File: config.mk
export PLATFORM = sky130hd
export DESIGN_NAME = argmax_scheduler
export DESIGN_NICKNAME = d
export VERILOG_FILES = /design/src/rtl/argmax_pkg.sv /design/src/rtl/signed_max_cell.sv /design/src/rtl/argmax_scheduler.sv
export SDC_FILE = /design/constraint.sdc
export NUM_CORES = 1
export LEC_CHECK = 0
export ABC_AREA = 1
export BUFFER_PORTS_ARGS = -buffer_cell sky130_fd_sc_hd__buf_4
export CAP_MARGIN = 20
export CORE_MARGIN = 4
export CORE_UTILIZATION = 57
export DETAILED_ROUTE_END_ITERATION = 8
export PLACE_DENSITY = 0.84
export SYNTH_ARGS = -nofsm -noshare
export SYNTH_HDL_FRONTEND = slang
export SYNTH_SLANG_ARGS = --single-unit
File: constraint.sdc
create_clock -name clk -period 3.22 [get_ports clk]
set_clock_uncertainty 0.2 [all_clocks]
set_input_delay 0.161 -clock clk [delete_from_list [all_inputs] [get_ports clk]]
set_output_delay 0.161 -clock clk [all_outputs]
set_load 0.02 [all_outputs]
File: src/rtl/argmax_pkg.sv
// Shared constants and FSM state type for the argmax scheduler.
package argmax_pkg;

    localparam int DATA_WIDTH = 27;
    localparam int NUM_CLASS  = 10;
    localparam int IDX_WIDTH  = 4;

    typedef enum logic [1:0] {
        ST_IDLE    = 2'd0,
        ST_COLLECT = 2'd1,
        ST_DONE    = 2'd2
    } state_e;

endpackage

File: src/rtl/signed_max_cell.sv
// Combinational signed compare/select of an incoming (score, index) against the stored best.
module signed_max_cell
    import argmax_pkg::*;
#(
    parameter int DW = DATA_WIDTH,
    parameter int IW = IDX_WIDTH
) (
    input  logic signed [DW-1:0] in_score_i,
    input  logic        [IW-1:0] in_idx_i,
    input  logic signed [DW-1:0] cur_score_i,
    input  logic        [IW-1:0] cur_idx_i,
    input  logic                 load_i,
    output logic signed [DW-1:0] sel_score_o,
    output logic        [IW-1:0] sel_idx_o
);

    logic take;

    // Strict greater-than so a tie keeps the earlier (lower) index.
    assign take        = load_i || (in_score_i > cur_score_i);
    assign sel_score_o = take ? in_score_i : cur_score_i;
    assign sel_idx_o   = take ? in_idx_i   : cur_idx_i;

endmodule

File: src/rtl/argmax_scheduler.sv
// Streams NUM_CLASS signed scores per frame and reports the index/value of the largest one.
module argmax_scheduler #(
    parameter int DATA_WIDTH = argmax_pkg::DATA_WIDTH,
    parameter int NUM_CLASS  = argmax_pkg::NUM_CLASS
) (
    input  logic                         clk,
    input  logic                         rst,
    input  logic                         start,
    input  logic                         abort,
    input  logic signed [DATA_WIDTH-1:0] score_in,
    input  logic                         score_valid,
    output logic                         score_ready,
    output logic        [7:0]            predict,
    output logic signed [DATA_WIDTH-1:0] max_score,
    output logic                         predict_valid,
    input  logic                         predict_ack,
    output logic                         busy,
    output logic        [15:0]           img_count
);

    localparam int IW = argmax_pkg::IDX_WIDTH;
    localparam logic [IW-1:0] LAST_IDX = IW'(NUM_CLASS - 1);

    argmax_pkg::state_e state_q, state_d;
    logic        [IW-1:0]         idx_q, idx_d;
    logic        [IW-1:0]         best_q, best_d;
    logic signed [DATA_WIDTH-1:0] max_q, max_d;
    logic        [15:0]           img_count_q, img_count_d;

    logic signed [DATA_WIDTH-1:0] cell_score;
    logic        [IW-1:0]         cell_idx;

    signed_max_cell #(
        .DW(DATA_WIDTH),
        .IW(IW)
    ) u_cell (
        .in_score_i (score_in),
        .in_idx_i   (idx_q),
        .cur_score_i(max_q),
        .cur_idx_i  (best_q),
        .load_i     (idx_q == '0),
        .sel_score_o(cell_score),
        .sel_idx_o  (cell_idx)
    );

    always_comb begin
        state_d     = state_q;
        idx_d       = idx_q;
        best_d      = best_q;
        max_d       = max_q;
        img_count_d = img_count_q;
        // abort outranks every other event in the same cycle
        if (abort) begin
            state_d = argmax_pkg::ST_IDLE;
            idx_d   = '0;
        end else begin
            case (state_q)
                argmax_pkg::ST_IDLE: begin
                    if (start) begin
                        state_d = argmax_pkg::ST_COLLECT;
                        idx_d   = '0;
                    end
                end
                argmax_pkg::ST_COLLECT: begin
                    if (score_valid) begin
                        max_d  = cell_score;
                        best_d = cell_idx;
                        if (idx_q == LAST_IDX) state_d = argmax_pkg::ST_DONE;
                        else                   idx_d   = idx_q + 1'b1;
                    end
                end
                argmax_pkg::ST_DONE: begin
                    if (predict_ack) begin
                        state_d     = argmax_pkg::ST_IDLE;
                        img_count_d = img_count_q + 16'd1;
                    end
                end
                default: state_d = argmax_pkg::ST_IDLE;
            endcase
        end
    end

    always_ff @(posedge clk or posedge rst) begin
        if (rst) begin
            state_q     <= argmax_pkg::ST_IDLE;
            idx_q       <= '0;
            best_q      <= '0;
            max_q       <= '0;
            img_count_q <= '0;
        end else begin
            state_q     <= state_d;
            idx_q       <= idx_d;
            best_q      <= best_d;
            max_q       <= max_d;
            img_count_q <= img_count_d;
        end
    end

    // All outputs decode from flops only; score_in never reaches a port combinationally.
    assign score_ready   = (state_q == argmax_pkg::ST_COLLECT);
    assign predict_valid = (state_q == argmax_pkg::ST_DONE);
    assign busy          = (state_q != argmax_pkg::ST_IDLE);
    assign predict       = {{(8 - IW){1'b0}}, best_q};
    assign max_score     = max_q;
    assign img_count     = img_count_q;

endmodule

Word-level counts from Yosys, hierarchy flattened
Index checks and enable logic that the tools add are counted.
{ "op_classes": {"add_sub_neg": 2, "magnitude_cmp": 1, "n_eq_ne": 8, "n_mux": 11, "n_bitwise": 1, "n_reduce_logical": 9} }
{ "op_table": {"columns": ["operator", "count"], "rows": [
  ["$gt A27 B27 Y1", 1],
  ["$add A16 B1 Y16 const B", 1],
  ["$mux W4", 4],
  ["$reduce_and A4 Y1", 3],
  ["$mux W2", 5],
  ["$ne A3 B3 Y1 const B", 3],
  ["$pmux W4 S2", 1],
  ["$ne A3 B2 Y1 const B", 2],
  ["$pmux W2 S3", 1],
  ["$add A4 B1 Y4 const B", 1],
  ["$eq A4 B4 Y1 const B", 1],
  ["$logic_not A4 Y1", 1],
  ["$reduce_and A3 Y1", 1],
  ["$reduce_bool A3 Y1", 1],
  ["$eq A2 B1 Y1 const B", 1],
  ["$eq A2 B2 Y1 const B", 1],
  ["$logic_not A2 Y1", 1],
  ["$reduce_bool A2 Y1", 1],
  ["$logic_or A1 B1 Y1", 1],
  ["$not A1 Y1", 1]
]} }
{ "word_totals": {"ff_bits": 53, "inputBits": 33, "output_inout_bits": 54, "elab_cells": 37} }

Longest topological paths before layout
Gate-level depths: netlist of the first run.
{ "logic_depth": {"depth_word": 5, "ltp_mapped": 17} }

Hierarchy
A second synthesis of the first run with hierarchy kept.
{ "unflattened": {"cells_unflattened": 555, "hier_area_um2": 3822.4} }
{ "by_module_without_submodules": {"columns": ["module", "n_inst", "cells_each", "area_per_inst_um2"], "rows": [
  ["argmax_scheduler", 1, 318, 2563.7],
  ["signed_max_cell", 1, 237, 1258.7]
]} }

Worst setup path after synthesis of the first run
Ideal clock, no wire load.
{ "synth_timing": {"path_type": "register to register", "startpoint": "reg max_q[26], in the netlist max_score[26]", "endpoint": "reg max_q[0], in the netlist max_score[0]", "setup_time_ns": 0.117, "arrival_ns": 1.888, "required_ns": 2.903, "slack_ns": 1.015, "stages_incl_launch_ff": 15, "path_buffers": 1, "cell_sequence": "dfrtp_1 -> inv_1 -> ha_1 -> nand2_1 -> nor2_2 -> nand3_1 -> nor3_2 -> nand2_1 -> nand3_1 -> nand3_1 -> nand2_2 -> nand2_4 -> buf_6 -> nand2_1 -> nand2_1"} }
{ "synth_via": {"elab_chain_cells": 3} }
{ "synth_rtl": {"columns": ["item", "line", "source"], "rows": [
  ["from (decl)", "argmax_scheduler.sv:27", "logic signed [DATA_WIDTH-1:0] max_q, max_d;"],
  ["from (signal assigned)", "argmax_scheduler.sv:94", "max_q <= max_d;"],
  ["$gt A27 B27 Y1", "signed_max_cell.sv:20", "assign take = load_i || (in_score_i > cur_score_i);"],
  ["$logic_or A1 B1 Y1", "signed_max_cell.sv:20", null],
  ["$reduce_and A4 Y1 (no line)", null, null]
]} }
Every way passes these cells.
A chain may end at the register's enable or synchronous reset.

Worst setup path after layout of the first run
{ "layout_timing": {"startpoint": "in score_in[26]", "endpoint": "reg max_q[11], in the netlist max_score[11]"} }
{ "layout_via": {"elab_chain_cells": 3} }
{ "layout_rtl": {"columns": ["item", "line", "source"], "rows": [
  ["from (decl)", "argmax_scheduler.sv:10", "input logic signed [DATA_WIDTH-1:0] score_in,"],
  ["$gt A27 B27 Y1", "signed_max_cell.sv:20", null],
  ["$logic_or A1 B1 Y1", "signed_max_cell.sv:20", null],
  ["$reduce_and A4 Y1 (no line)", null, null]
]} }
Every way passes these cells.

==> results of run 1 <==
per-stage QoR:
stage / total power, mW / setup WS, ns
global route: 3.292 / 0.3003
global placement: 2.478 / 0.7799
detailed placement: 2.544 / 0.6618
floorplan: 2.010 / 1.015
finish: 3.042 / 0.5309
CTS: 3.044 / 0.5508
synthesized netlist by cell type (all sizes together), types with 2 or more instances:
library cell	count	area share, %
xnor2	5	1.4
dfrtp	53	42
a21o	3	0.71
o21ai	4	0.63
nand2	110	13
ha	31	12
nor3	3	0.78
a21oi	11	1.7
nand4	3	0.59
xor2	9	2.5
nor2	24	3.6
o22ai	4	0.78
inv	56	6.6
nand3b	2	0.47
buf	13	3.2
nand3	48	8.6
state kept, by name (all words and copies together) (netlist names):
signal / count
max_score: 27
state_q: 2
idx_q: 4
best_q: 4
img_count: 16
layer usage:
layer,up-vias,track usage (%),routed length [microns]
met1,1351,29.68,3171
li1,1430,-,-
met4,0,3.566,46
met5,-,0,0
met3,5,4.851,433
met2,87,40.60,3919
logic make-up after synthesis:
kind of cell,count (synthesis),synth area share (%)
other,1,0.1176
AOI/OAI and AO/OA,22,3.844
and+or+nand+nor,193,28.32
muxes,1,0.3531
buffers and inverters,69,9.768
xor gates and xnor gates,14,3.845
DFF,53,41.58
adders and majority gates,31,12.16
report_power, final:
part | internal [mW] | total, mW | switching (mW)
clock | 0.254 | 0.466 | 0.212
sequential | 0.861 | 1.04 | 0.175
combinational | 0.625 | 1.54 | 0.915
how the worst max path moves through the flow:
stage | from | cells past startpoint | slack [ns] | to
2_1_floorplan | max_score[26] | 14 | 1.01 | max_score[0]
3_3_place_gp | max_score[26] | 13 | 0.78 | max_score[6]
4_1_cts | score_in[26] | 14 | 0.55 | max_score[18]
6_report | score_in[26] | 14 | 0.53 | max_score[11]
3_5_place_dp | max_score[26] | 13 | 0.66 | max_score[18]
5_1_grt | score_in[26] | 14 | 0.30 | max_score[4]
layout make-up:
| type | count | area share (%) |
|---|---|---|
| clock buffer | 7 | 2.023 |
| clock inverter | 1 | 0.7038 |
| inverter | 56 | 4.927 |
| multi-input combinational | 265 | 36.69 |
| sequential | 53 | 31.09 |
| tap | 70 | 2.053 |
| timing repair buffer | 116 | 22.52 |
critical path, stage by stage:
cell	delay, ns
dlygate4sd3_1	0.53
buf_4	0.14
ha_1	0.33
nand2_1	0.11
nor2_2	0.14
nand3_1	0.09
nor3_2	0.16
nand2_1	0.10
nand3_1	0.09
nand3_1	0.09
nand2_2	0.24
nand2_4	0.27
nand2_1	0.14
nand2_1	0.07
==> flow_summary.ini, run 1 <==
[grt]
grt_pass1_wl_microns = 13320
antenna_found_initial = 0
grt_pass1_vias = 2820
overflow = 0
grt_max_degree = 37
grt_usage_pct = 23.03

[placement]
io_buffers = 82
dpl-instance-area_sq_um = 3840
dp.cells = 529
gp_congestion = 0.7793
hpwl_microns = 5446

[sta]
fmaxAchievable_mhz = 371.9
setup_viol = 0
finalCritPeriodShare_pct = 83.51
rsz0062_at_grt = false
timing.hold.ws_ns = 0.1828
fin_tns_setup_ns = 0
hold_viol = 0
drv_slew = 0
layout_min_cycle_time_ns = 2.689

[final_layout]
drive_above_1_share_pct = 22.49
finalInstanceArea_sq_um = 4267
num_antenna_cells = 0
fillers = 349
fin_util_pct = 80.96
final_common_cell = nand2_1
area_growth_pct = 33.78
seq_area_sq_um = 1326
finalNetCount = 561
final_cell_mix = 108 x nand2_1, 84 x buf_4, 53 x inv_1, 53 x dfrtp_1, 44 x nand3_1
stdcell_count = 568
multiInputGateArea_sq_um = 1565

[routing]
drt-total-wl_microns = 7571
ant_nets = 0
num_vias = 2873
avgRoutedWirePerCell_microns = 13.33
firstDrtPassIters = 4
viasPerCell = 5.058
drtIter0Drc = 148
drc = 0

[critical_path]
path_max_fanout = 31
r2r_cells = 13
cp-end-kind = register
critPathRequiredTime_ns = 3.21
arrival_ns = 2.68
startpoint_type = input pin
reg2reg_slack_ns = 0.61
r2r_end = max_score[11]
crit_type = input pin to register
r2r_start = max_score[26]

[synth]
ys_types = 31
ys_seq_area_share_pct = 41.58
syn_area_sq_um = 3189
synth.avg_cell_area_sq_um = 8.305
yosys_warnings = 0
ys.flop_type = dfrtp_1
synthArstFlopShare_pct = 100.0
synthCells = 384
synth_edf_count = 0
yosys_register_bits = 53

[floorplanning]
die_w_microns = 82.80
start_util_pct = 60.52
core_sq_um = 5270
dieArea_sq_um = 6856
num_rows = 26
die_y_microns = 82.80
boundaryPins = 87

[clocking]
cts_tree = done
holdBufCountCts = 31
cts_inserted_buffers = 5
clockBufferDepth = 2
post_cts_buffers = 0
clockRootBuffer = clkbuf_8
cts.htree.levels = 2
clock-sinks = 53
clk_pin_slew_worst_paths_ns = 0.09
cts_resized = 0
clock_latency_ns = 0.30

[status]
status = finished clean

[hold_path]
hold_depth = 5
min_from = score_valid
hold_class = input pin to register
hold-path-endpoint = state_q[0]

[power_and_ir_drop]
p_leak_nw = 2.396
ir_worst_vdd_mv = 0.4402
p_per_area_nw_per_um2 = 713.1

[job]
drv_cap = 0
(Power assumes the default switching activity.)
==> run 2, diff against run 1 <==
- CORE_UTILIZATION: 57 -> 53
- PLACE_DENSITY: 0.84 -> 0.79
- clock period: 3.22 -> 2.8 ns (I/O delays scaled with it)
==> flow_summary.ini, run 2 (synthesized netlist as in run 1, its figures left out) <==
[routing]
firstDrtPassIters = 4
drc = 0
viasPerCell = 4.977
drt-total-wl_microns = 7699
num_vias = 2847
avgRoutedWirePerCell_microns = 13.46
drtIter0Drc = 145
ant_nets = 0

[clocking]
cts_tree = done
clockRootBuffer = clkbuf_8
post_cts_buffers = 0
cts.htree.levels = 2
clk_pin_slew_worst_paths_ns = 0.09
clockBufferDepth = 2
clock_latency_ns = 0.30
cts_resized = 0
clock-sinks = 53
cts_inserted_buffers = 5
holdBufCountCts = 31

[grt]
antenna_found_initial = 0
grt_usage_pct = 22.58
grt_max_degree = 32
overflow = 0
grt_pass1_wl_microns = 13520
grt_pass1_vias = 2955

[floorplanning]
boundaryPins = 87
num_rows = 27
die_w_microns = 85.57
die_y_microns = 85.57
start_util_pct = 56.19
dieArea_sq_um = 7322
core_sq_um = 5675

[power_and_ir_drop]
ir_worst_vdd_mv = 0.5515
p_per_area_nw_per_um2 = 823.7
p_leak_nw = 2.402

[sta]
hold_viol = 0
fin_tns_setup_ns = 0
slew_headroom_pct = 58.19
tightestPinTransition_ns = 0.6263
drv_slew = 0
fmaxAchievable_mhz = 379.3
setup_viol = 0
rsz0062_at_grt = false
finalCritPeriodShare_pct = 94.15
timing.hold.ws_ns = 0.1498
layout_min_cycle_time_ns = 2.636

[final_layout]
drive_above_1_share_pct = 22.80
finalNetCount = 563
final_common_cell = nand2_1
num_antenna_cells = 0
area_growth_pct = 33.93
final_cell_mix = 108 x nand2_1, 87 x buf_4, 53 x inv_1, 53 x dfrtp_1, 44 x nand3_1
largest_register_ffs = 27

[critical_path]
crit_type = input pin to register
path_max_fanout = 31
critPathRequiredTime_ns = 2.84
arrival_ns = 2.67
cp-end-kind = register
startpoint_type = input pin

[job]
drv_cap = 0

[status]
status = finished clean

[placement]
gp_congestion = 0.7541
io_buffers = 82
hpwl_microns = 5367

[hold_path]
hold_class = input pin to register
## run 2: cell types whose count changed in the layout (fill, tap and decap cells not counted), sizes merged
cell,previous run,this run
buf,85,87
## run 2: final timing paths
kind | startpoint | end | slack, ns | depth (start not counted)
min | start | state_q[0] | 0.15 | 5
max reg2reg | max_score[18] | max_score[16] | 0.25 | 13
max | score_in[26] | max_score[16] | 0.16 | 14
min reg2reg | best_q[3] | best_q[3] | 0.29 | 2
min in group asynchronous | rst | img_count[9] | 0.28 | 3
max in group asynchronous | rst | max_score[17] | 1.48 | 4
## run 2: worst max-delay path: stages
cell and delay [ns]:
dlygate4sd3_1 0.54, buf_4 0.15, ha_1 0.35, nand2_1 0.10, nor2_2 0.14, nand3_1 0.09, nor3_2 0.15, nand2_1 0.09
nand3_1 0.09, nand3_1 0.09, nand2_2 0.10, buf_4 0.33, nand3_1 0.17, nand2_1 0.13
## run 2: per-stage QoR
stage                     area (sq um)  setup WS [ns]  util [%]  instances  power, mW
after CTS                         4272         0.1964     75.26        572      3.520
final                             4272         0.1637     75.26        572      3.518
after detailed placement          3845         0.3827     67.75        533      2.928
after global placement            3845         0.5189     67.75        533      2.863
after floorplan                   3201         0.5947         -        387      2.311
after global routing              4272       0.003920     75.26        572      3.813
## run 2: where the power goes
group          switching (mW)  total [mW]  internal [mW]
combinational            1.06        1.79          0.723
clock                   0.247       0.539          0.292
sequential              0.202        1.19          0.991
total                    1.51        3.52           2.01
## run 2: layout make-up
cell class / instances / area (sq um)
inverters: 56 / 210.2
repair buffers: 118 / 963.4
well taps: 72 / 90.09
flip-flops and latches: 53 / 1326
multi-input cells: 265 / 1565
fillers: 423 / 1404
clock buffers: 7 / 86.33
clock inverters: 1 / 30.03
## run 2: layer usage
metal | global-route usage [%] | vias up | wire length, microns
met1 | 28.13 | 1345 | 3333
met2 | 40.18 | 68 | 3924
met5 | 0 | - | 0
met3 | 3.842 | 6 | 347
met4 | 6.331 | 0 | 93
li1 | - | 1428 | -
==> run 3, diff against run 2 <==
- ABC_AREA: 1 -> default
- CORE_UTILIZATION: 53 -> 52
- PLACE_DENSITY: 0.79 -> 0.78
==> flow_summary.ini, run 3 <==
[critical_path]
crit_type = input pin to register
arrival_ns = 2.76
r2r_cells = 10
crit_start = score_in[25]
path_cells = dlygate4sd3_1 -> buf_4 -> ha_1 -> nand3_2 -> nor4_4 -> a221oi_2 -> o211ai_1 -> a41o_2 -> nand2_4 -> clkbuf_16 -> mux2_2
path_max_fanout = 8
slowest_delay_ns = 0.56
r2r_end = max_score[1]
cpMaxStageDelayCell = dlygate4sd3_1
cp-end-kind = register
reg2reg_slack_ns = 0.11
startpoint_type = input pin
worstSetupEndpoint = max_score[24]
r2r_start = max_score[18]
critPathRequiredTime_ns = 2.80

[placement]
dpl-instance-area_sq_um = 3680
io_buffers = 82
gp_congestion = 0.8138
hpwl_microns = 5057
dp.cells = 421

[final_layout]
stdcell_count = 463
finalInstanceArea_sq_um = 4283
area_growth_pct = 43.88
finalNetCount = 453
final_common_cell = buf_4
fin_util_pct = 77.30
largest_register_ffs = 27
final_cell_mix = 83 x buf_4, 53 x dfrtp_1, 31 x dlygate4sd3_1
drive_above_1_share_pct = 38.72

[floorplanning]
die_w_microns = 83.66
die_y_microns = 83.66
boundaryPins = 87
start_util_pct = 53.73
core_sq_um = 5540
num_rows = 27
dieArea_sq_um = 6999

[synth]
ys_types = 42
yosys_register_bits = 53
synthCells = 268
yosysTopAreaCellShare_pct = 44.56
synth.avg_cell_area_sq_um = 11.11
netlist_top_cells_count = 53 x dfrtp_1, 33 x inv_1, 31 x ha_1, 21 x mux2_2, 13 x nand2_1
yosys_warnings = 0
yosys-top-cells-area = dfrtp_1 45%, ha_1 13%, mux2_2 7.9%
yosysTopAreaCell = dfrtp_1
syn_area_sq_um = 2977
synthArstFlopShare_pct = 100.0
ys_seq_area_share_pct = 44.56
yosysMostFrequentCell = dfrtp_1
ys.flop_type = dfrtp_1
synth_edf_count = 0

[grt]
grt_pass1_wl_microns = 11750
grt_usage_pct = 20.37
grt_pass1_vias = 2496
grt_max_degree = 39
antenna_found_initial = 1
overflow = 0

[power_and_ir_drop]
total_power_mw = 3.373
p_per_area_nw_per_um2 = 787.5
p_leak_nw = 2.117
ir_worst_vdd_mv = 0.4411

[clocking]
clk_pin_slew_worst_paths_ns = 0.10
cts.htree.levels = 2
clock_latency_ns = 0.31
clockBufferDepth = 2
cts_inserted_buffers = 5
cts_tree = done
clock-sinks = 53
clockRootBuffer = clkbuf_8

[routing]
num_vias = 2454
avgRoutedWirePerCell_microns = 16.78
drt-total-wl_microns = 7767
drc = 0
drtIter0Drc = 70
ant_nets = 0
firstDrtPassIters = 4
viasPerCell = 5.300

[hold_path]
hold_class = input pin to register
min_from = score_valid

[sta]
layout_min_cycle_time_ns = 2.763
tightestPinTransition_ns = 0.7986
fmaxAchievable_mhz = 361.9
slew_headroom_pct = 46.69
finalCritPeriodShare_pct = 98.69
setup_viol = 0
drv_slew = 0
hold_viol = 0

[status]
status = finished clean

[job]
drv_cap = 0
[run 3: cell count changes in the layout (fill, tap and decap cells not counted), sizes merged, moves of 7 or more]
cell and delta:
nand2 -96, nand3 -36, mux2 +30, inv -21
nor2 -13, nand4 +7
[run 3: area by class of cell]
cell class | count | area [sq um]
antenna | 1 | 2.502
fill | 357 | 1257
inverter | 33 | 123.9
sequential | 53 | 1326
clock inverter | 3 | 25.02
tap | 72 | 90.09
timing repair buffer | 118 | 1023
clock buffer | 5 | 68.82
multi-input combinational | 178 | 1623
[run 3: cell families after synthesis]
family | count (synthesis) | synth area share (%)
fa+ha+maj | 31 | 13.03
other cells | 1 | 0.1260
simple gates | 61 | 11.01
mux | 31 | 12.99
compound gates | 36 | 7.651
xor+xnor | 15 | 4.413
flops | 53 | 44.56
buf+inv | 40 | 6.221
[run 3: what timing repair did]
| action | CTS | global route |
|---|---|---|
| resized for setup | 0 | 21 |
| endpoints found under the setup margin | 0 | 29 |
| buffers inserted | 0 | 3 |
| hold buffers | 31 | 0 |
| endpoints found under the hold margin | 69 | 0 |
[run 3: worst max-delay path, delay by kind of cell]
| family | cells | cell delay [ns] |
|---|---|---|
| mux | 1 | 0.33 |
| simple gates | 3 | 0.33 |
| fa+ha+maj | 1 | 0.32 |
| buf+inv | 3 | 0.90 |
| compound gates | 3 | 0.73 |
[run 3: worst min path at each step]
stage,end,slack [ns],cells past startpoint
3_3_place_gp,state_q[1],0.14,2
3_5_place_dp,state_q[1],0.14,2
4_1_cts,img_count[0],0.05,4
2_1_floorplan,state_q[1],0.006,1
5_1_grt,state_q[0],0.07,3
6_report,state_q[0],0.06,3
[run 3: per-layer routing]
layer / GRT usage, % / up-vias / part of all wire [%]
li1: - / 1164 / -
met1: 24.54 / 1195 / 40
met2: 36.08 / 79 / 53
met3: 4.936 / 16 / 4.7
met4: 5.702 / 0 / 2.1
met5: 0 / - / 0
[run 3: power by group]
part / total [mW] / internal (mW) / switching (mW)
clock: 0.457 / 0.183 / 0.274
combinational: 1.76 / 0.876 / 0.885
sequential: 1.16 / 0.972 / 0.183
[run 3: stage by stage]
stage                     hold WS [ns]  setup slack [ns]  setup TNS (ns)
final                          0.06240           0.03678               0
after global routing           0.06663          -0.08651          -1.805
after CTS                      0.05121           0.01825               0
after detailed placement        0.1429            0.1108               0
after global placement          0.1404            0.1701               0
after floorplan               0.006409            0.1161               0
